File: config.mk
export PLATFORM = sky130hd
export DESIGN_NAME = interrupt_controller
export DESIGN_NICKNAME = d
export VERILOG_FILES = /design/src/rtl/interrupt_controller_pkg.sv /design/src/rtl/interrupt_controller_priority_encoder.sv /design/src/rtl/interrupt_controller.sv
export SDC_FILE = /design/constraint.sdc
export NUM_CORES = 1
export LEC_CHECK = 0
export BUFFER_PORTS_ARGS = -buffer_cell sky130_fd_sc_hd__buf_2
export CAP_MARGIN = 20
export CORE_MARGIN = 2
export CORE_UTILIZATION = 43
export DETAILED_ROUTE_END_ITERATION = 10
export PLACE_DENSITY = 0.75
export SYNTH_ARGS = -nofsm -noshare
export SYNTH_HDL_FRONTEND = slang
export SYNTH_SLANG_ARGS = --single-unit
File: constraint.sdc
create_clock -name MCLK -period 1.4 [get_ports MCLK]
set_clock_uncertainty 0.1 [all_clocks]
set_input_delay 0.28 -clock MCLK [delete_from_list [all_inputs] [get_ports MCLK]]
set_output_delay 0.28 -clock MCLK [all_outputs]
set_load 0.03 [all_outputs]
File: src/rtl/interrupt_controller_pkg.sv
// Shared constants and FSM encoding for the interrupt controller.
// Pure declarations: no latency, no backpressure.
// Vector indices select the fetch address 0xFF80 + 2*index.
package interrupt_controller_pkg;

    localparam logic [5:0] NMI_VEC_LSB   = 6'd62;
    localparam logic [5:0] RESET_VEC_LSB = 6'd63;

    typedef enum logic {
        IC_IDLE = 1'b0,
        IC_ACK  = 1'b1
    } ic_state_t;

endpackage

File: src/rtl/interrupt_controller_priority_encoder.sv
// Highest-index-wins priority encoder over the masked pending vector.
// Purely combinational, zero latency.
// No backpressure: the result is sampled by the owning FSM.
module irq_priority_encoder #(
    parameter int N  = 16,
    parameter int IW = (N > 1) ? $clog2(N) : 1
) (
    input  logic [N-1:0]  req,
    output logic          valid,
    output logic [IW-1:0] idx
);

    always_comb begin
        valid = 1'b0;
        idx   = '0;
        for (int i = 0; i < N; i++) begin
            if (req[i]) begin
                valid = 1'b1;
                idx   = IW'(i);
            end
        end
    end

endmodule

File: src/rtl/interrupt_controller.sv
// Latches edge-triggered interrupt requests and presents the highest-priority one to the CPU.
// Request edge to INT/NMI takes 2 cycles; irq_en changes show up after 1 cycle.
// While INTACK is high the vector is frozen and INT/NMI stay low; sources keep pending meanwhile.
module interrupt_controller
    import interrupt_controller_pkg::*;
#(
    parameter int                 NUM_SRC  = 16,
    parameter int                 VEC_BASE = 44,
    parameter logic [NUM_SRC-1:0] AUTOCLR  = '1
) (
    input  logic               MCLK,
    input  logic               reset,
    input  logic [NUM_SRC-1:0] irq_src,
    input  logic [NUM_SRC-1:0] irq_en,
    input  logic [NUM_SRC-1:0] irq_clr,
    input  logic               nmi_src,
    input  logic               INTACK,
    output logic               NMI,
    output logic               INT,
    output logic [5:0]         IntAddrLSBs,
    output logic [NUM_SRC-1:0] irq_pend
);

    localparam int IW = (NUM_SRC > 1) ? $clog2(NUM_SRC) : 1;

    ic_state_t          state, state_nxt;
    logic [NUM_SRC-1:0] prev_src;
    logic               prev_nmi;
    logic [NUM_SRC-1:0] pend, pend_nxt;
    logic               nmi_pend, nmi_pend_nxt;
    logic               int_nxt, nmi_nxt;
    logic [5:0]         vec_nxt;
    logic [IW-1:0]      grant_idx, grant_nxt;
    logic [NUM_SRC-1:0] ack_mask;
    logic               nmi_clr;
    logic               win_vld;
    logic [IW-1:0]      win_idx;

    irq_priority_encoder #(
        .N  (NUM_SRC),
        .IW (IW)
    ) u_prio (
        .req   (pend & irq_en),
        .valid (win_vld),
        .idx   (win_idx)
    );

    always_comb begin
        state_nxt = state;
        int_nxt   = 1'b0;
        nmi_nxt   = 1'b0;
        vec_nxt   = IntAddrLSBs;
        grant_nxt = grant_idx;
        ack_mask  = '0;
        nmi_clr   = 1'b0;
        case (state)
            IC_IDLE: begin
                if (INTACK) begin
                    // The grant is whatever is currently presented; a spurious ack clears nothing.
                    state_nxt = IC_ACK;
                    if (NMI) begin
                        nmi_clr = 1'b1;
                    end else if (INT) begin
                        ack_mask[grant_idx] = AUTOCLR[grant_idx];
                    end
                end else begin
                    nmi_nxt = nmi_pend;
                    int_nxt = ~nmi_pend & win_vld;
                    if (nmi_pend) begin
                        vec_nxt = NMI_VEC_LSB;
                    end else if (win_vld) begin
                        vec_nxt   = 6'(VEC_BASE) + 6'(win_idx);
                        grant_nxt = win_idx;
                    end
                end
            end
            IC_ACK: begin
                if (!INTACK) begin
                    state_nxt = IC_IDLE;
                end
            end
            default: state_nxt = IC_IDLE;
        endcase

        // New edges are ORed in last so a same-cycle set beats any clear.
        pend_nxt     = (pend & ~(irq_clr | ack_mask)) | (irq_src & ~prev_src);
        nmi_pend_nxt = (nmi_pend & ~nmi_clr) | (nmi_src & ~prev_nmi);
    end

    always_ff @(posedge MCLK) begin
        prev_src <= irq_src;
        prev_nmi <= nmi_src;
        if (reset) begin
            state       <= IC_IDLE;
            pend        <= '0;
            nmi_pend    <= 1'b0;
            INT         <= 1'b0;
            NMI         <= 1'b0;
            IntAddrLSBs <= RESET_VEC_LSB;
            grant_idx   <= '0;
        end else begin
            state       <= state_nxt;
            pend        <= pend_nxt;
            nmi_pend    <= nmi_pend_nxt;
            INT         <= int_nxt;
            NMI         <= nmi_nxt;
            IntAddrLSBs <= vec_nxt;
            grant_idx   <= grant_nxt;
        end
    end

    assign irq_pend = pend;

endmodule

---- After elaboration in Yosys (flattened, before gate mapping) ----
Memories as Yosys holds them, arrays and structs flattened. A register that Yosys moved wholly into a read port is not among the register bits.
Cells that the tools add are included.
word-level totals
  output and inout bits ................... 24
  word-level logic and storage cells ...... 81
  ROM bits ................................ 16
  memories kept ........................... 1
  register bits ........................... 47
  bits of input ports ..................... 52
cells by class
  bitwise logic cells ..................... 17
  mux-type cells .......................... 46
  reduce and logical (&&, ||, !) cells .... 5
  order comparisons ....................... 2
  $add $sub $neg .......................... 1
memory list
  name             words  width  rd ports  clocked after Yosys merged registers in  write ports  line                        text
  (no name shown)  16     1      1         1                                        0            interrupt_controller.sv:64  ack_mask[grant_idx] = AUTOCLR[grant_idx];
operators with widths
  operator                                                            number
  bitwise AND 16 bit                                                  4
  two-way mux 16 bit                                                  4
  two-way mux 4 bit                                                   10
  NOT 16 bit                                                          2
  OR 16 bit                                                           2
  two-way mux 1 bit                                                   23
  two-way mux 3 bit                                                   4
  two-way mux 6 bit                                                   2
  adder 6 x 4 -> 6 bit (first input constant)                         1
  less-than comparator 4 x 5 -> 1 bit (second input constant)         1
  NOT 1 bit                                                           5
  demux 1 bit (select 4 bit)                                          1
  greater-or-equal comparator 4 x 1 -> 1 bit (second input constant)  1
  two-way mux 2 bit                                                   2
  AND reduction 4 bit                                                 1
  bitwise AND 1 bit                                                   3
  AND reduction 3 bit                                                 1
  OR reduction 3 bit                                                  1
  nonzero test 2 bit                                                  1
  logical AND 1 bit                                                   1
  OR 1 bit                                                            1

---- Depth between registers and ports, before layout ----
  depth in word-level cells ............... 20
  gate-level depth with buffers ........... 5
  depth with buffers taken out ............ 5

---- Hierarchy ----
Synthesis repeated with hierarchy kept, for this count alone.
second synthesis, totals
  cell total of the unflattened synthesis .. 209
  area total of the unflattened synthesis .. 1888.1 um^2
modules (own cells, without submodules)
  module                seq. area each (um^2)  cells each  times used  area an instance (um^2)
  interrupt_controller  920.9                  180         1           1726.7
  irq_priority_encoder  0.0                    29          1           161.4

---- Worst setup path after synthesis ----
No wires, ideal clock.
  path type ............................... register to register
  start ................................... register pend[2], in the netlist irq_pend[2]
  end ..................................... register IntAddrLSBs[0]
  cell stages (with the launch flop) ...... 6
  setup time .............................. 0.122 ns
  required time ........................... 1.178 ns
  period minus slack after synthesis ...... 1.694 ns
  slack ................................... -0.294 ns
  arrival time ............................ 1.472 ns
  buffers on the path ..................... 0
  path through ............................ dfxtp_1 nand2_1 a32oi_1 o2111ai_1 a32o_1 a221o_1
on the way
  longest elaborated chain between the ends .. 18
  elaborated cells on any way between the ends .. 34
  those cells by class .................... add/sub: 1; mux: 30; bitwise: 1; reduce/logical: 2
RTL lines
  item                            line                                         text
  start, declared                 interrupt_controller.sv:29                   logic [NUM_SRC-1:0] pend, pend_nxt;
  start signal, assigned          interrupt_controller.sv:103                  pend <= pend_nxt;
  bitwise AND 16 bit (*)          interrupt_controller.sv:43                   .req (pend & irq_en),
  two-way mux 2 bit (2 in a row)  interrupt_controller_priority_encoder.sv:17  if (req[i]) begin
  two-way mux 3 bit (4 in a row)  interrupt_controller_priority_encoder.sv:17
  two-way mux 4 bit (8 in a row)  interrupt_controller_priority_encoder.sv:17
  adder 6 x 4 -> 6 bit            interrupt_controller.sv:72                   vec_nxt = 6'(VEC_BASE) + 6'(win_idx);
  two-way mux 6 bit               interrupt_controller.sv:71                   end else if (win_vld) begin
  two-way mux 6 bit               interrupt_controller.sv:69                   if (nmi_pend) begin
  end signal, assigned            interrupt_controller.sv:107                  IntAddrLSBs <= vec_nxt;
  end, declared                   interrupt_controller.sv:20                   output logic [5:0] IntAddrLSBs,
Every way passes the cells marked *; elsewhere a longest branch is shown, timed or not. The select of a mux whose other input is x is not followed.
A chain may end at the register's enable or synchronous reset.

---- Final worst setup path ----
  start ................................... register pend[7], in the netlist irq_pend[7]
  end ..................................... register IntAddrLSBs[0]
on the way
  longest elaborated chain between the ends .. 13
  elaborated cells on any way between the ends .. 24
  those cells by class .................... add/sub: 1; mux: 20; bitwise: 1; reduce/logical: 2
RTL lines
  item                            line
  bitwise AND 16 bit (*)          interrupt_controller.sv:43
  two-way mux 3 bit               interrupt_controller_priority_encoder.sv:17
  two-way mux 4 bit (8 in a row)  interrupt_controller_priority_encoder.sv:17
  adder 6 x 4 -> 6 bit            interrupt_controller.sv:72
  two-way mux 6 bit               interrupt_controller.sv:71
  two-way mux 6 bit               interrupt_controller.sv:69
Marks and branches as above.

==> results.ini <==
[clock_tree]
cts_buffers = 5
cts.clk_slew.worst_paths_ns = 0.08
h-tree-depth = 2
clk_latency_ns = 0.30
cts_tree = built
cts-root-buf = clkbuf_8
cts_buffer_depth = 2
cts_sinks = 46

[finish]
final_util = 0.7393
drive_gt1_frac = 0.5767
diodes = 0
nNetsFinal = 378
layout-area-overhead-vs-synth_pct = 67.21

[logic_synthesis]
synth-async-reset-ratio = 0
synth_edf_count = 0
yosys_warnings = 0
synth_top_area_share = 0.4817
ys_types = 38
syn_inst = 193
synth.area.top_cells = dfxtp_1, nand2b_1, a21oi_1
synthFlopType = dfxtp_1
synth.most_common_cell = dfxtp_1
syn_area_per_cell_sq_um = 9.906
synth_common_cells = dfxtp_1, nand2b_1, a21oi_1, nand2_1
synthesis.area_sq_um = 1912
syn-num-nets = 246
seq_area_frac_synth = 0.4817
synth_seq_cells = 46
yosys.area.top_type = dfxtp_1

[worst_setup_path]
arrival_ns = 1.67
max_stage_delay_ns = 0.35
startpoint_type = register
worstSetupPathType = register to register
worst_path_max_delay_cell = dfxtp_4
worst_setup_path_end_kind = register
cp.required_ns = 1.49
crit_fanout = 5
crit_chain = a22oi_2, nand4_4, o21a_4, a221o_1

[sta]
holdWs_ns = 0.1302
drv_slew = 0
setup_viol = 18
fin_crit_sh = 1.127
slew_headroom = 0.6316
max_clock_freq_ghz = 0.6337
finalHoldViolCount = 0
tightestPinTransition_ns = 0.5518
setup_tns_ns = -1.657
rsz0062_at_grt = yes
period_needed_ns = 1.578
setup_ws_ns = -0.1781

[placed_design]
dp_slack_ns = -0.2486
dp_hpwl_um = 3757
globalplace.congestion = 0.8295
portBuffers = 74

[flow_run]
cap_violations = 0

[pwr]
powerDensity_nw_per_um2 = 997.1
leakage_nw = 1.421
worst_ir_drop_vdd_v = 0.0008234

[grt]
grt_use_total = 0.2238
globalRouteOverflowTotal = 0
grt_first_pass_wirelength_um = 8735
grt_antenna_before_repair = 0
grt_pass1_vias = 1916
grt_max_degree = 14

[die]
core_area_sq_um = 4324
io_pins = 76
die_area_sq_um = 4996
start_util = 0.4421
die_h_um = 70.68
fp.dieW_um = 70.68
num_rows = 24

[detailed_routing]
firstDrtPassIters = 4
final_antenna_net_count = 0
wl_per_cell_um = 14.86
wirelength_um = 5618
drt-initial-drc-count = 73
viasPerCell = 5.132
drc = 0
vias = 1940

[status]
status = finished, violations left
failed_checks = setup timing

[min_path]
hold_class = primary input to register

-- report_power, final --
group          leakage [nW]  switching [mW]  internal [mW]
Combinational         0.975           0.383          0.365
Sequential            0.393          0.0854           1.39
Clock                0.0524           0.430          0.534
-- cells in the final DEF, fill, tap and decap left out, types with 4 or more instances in the layout --
cell type and n:
buf_6 6, buf_4 34, nand2_2 5, dfxtp_1 24
nand2_1 10, dfxtp_4 9, nand2b_1 18, dfxtp_2 13
a22oi_2 5, a22oi_4 4, o21ai_2 6, inv_1 6
clkbuf_8 5, nor2_1 5, buf_2 70, clkbuf_4 4
nand3b_1 9, nor2b_1 10, dlygate4sd3_1 17, a21oi_1 17
-- cells by family (layout without fill, tap and decap cells) --
family                     Yosys count  count (layout)  synth area share
AOI/OAI and AO/OA                   59              59            0.2592
adders and majority gates            1               1          0.006543
buffers and inverters               12             145           0.02553
DFF                                 46              46            0.4817
other                                1               1          0.001961
and+or+nand+nor                     74              74            0.2251
-- routing by layer --
metal | vias to the layer above | global-route usage | wire [um]
li1 | 960 | - | -
met1 | 903 | 0.2788 | 2378
met2 | 67 | 0.3738 | 2829
met3 | 10 | 0.05556 | 299
met4 | 0 | 0.08595 | 110
met5 | - | 0 | 0
-- final timing paths --
| check | slack (ns) | from | end | cells past startpoint |
|---|---|---|---|---|
| setup / recovery | -0.18 | irq_pend[7]$_SDFF_PP0_ | IntAddrLSBs[0]$_SDFFE_PP1P_ | 4 |
| hold / removal | 0.13 | irq_clr[1] | irq_pend[1]$_SDFF_PP0_ | 3 |
| setup reg to reg | -0.18 | irq_pend[7]$_SDFF_PP0_ | IntAddrLSBs[0]$_SDFFE_PP1P_ | 4 |
| hold reg to reg | 0.38 | prev_src[3]$_DFF_P_ | irq_pend[3]$_SDFF_PP0_ | 2 |
-- worst max-delay path, delay by kind of cell, from the launching register on --
kind | cells | cell delay (ns)
flip-flops | 1 | 0.35
AO/OA/AOI/OAI | 3 | 0.83
AND/OR/NAND/NOR | 1 | 0.18
-- what timing repair did --
item / 4_1_cts / 5_1_grt
endpoints found under the hold margin: 17 / 0
setup endpoints to repair: 21 / 30
resized for setup: 23 / 39
hold buffers: 17 / 0
buffers inserted: 4 / 1
pin swaps: 13 / 16
-- metrics by stage --
step | total power [mW] | instance area, sq um | std cells
after floorplan | 1.816 | 1989 | 193
after global placement | 2.082 | 2661 | 348
after detailed placement | 2.096 | 2661 | 348
after CTS | 3.132 | 3045 | 377
after global routing | 3.340 | 3197 | 378
final | 3.188 | 3197 | 378
-- state kept, by name (all words and copies together), names as in the netlist --
name,cells
prev_src,16
IntAddrLSBs,5
INT,1
prev_nmi,1
grant_idx,4
nmi_pend,1
state,1
irq_pend,16
NMI,1
-- layout make-up --
| cell class | instances | area, sq um |
|---|---|---|
| clock buffer | 7 | 76.32 |
| clock inverter | 1 | 30.03 |
| fill | 297 | 1127 |
| inverter | 6 | 22.52 |
| multi-input combinational | 135 | 1159 |
| sequential | 46 | 970.9 |
| tap | 52 | 65.06 |
| timing repair buffer | 131 | 873.3 |
(Power assumes the default switching activity.)
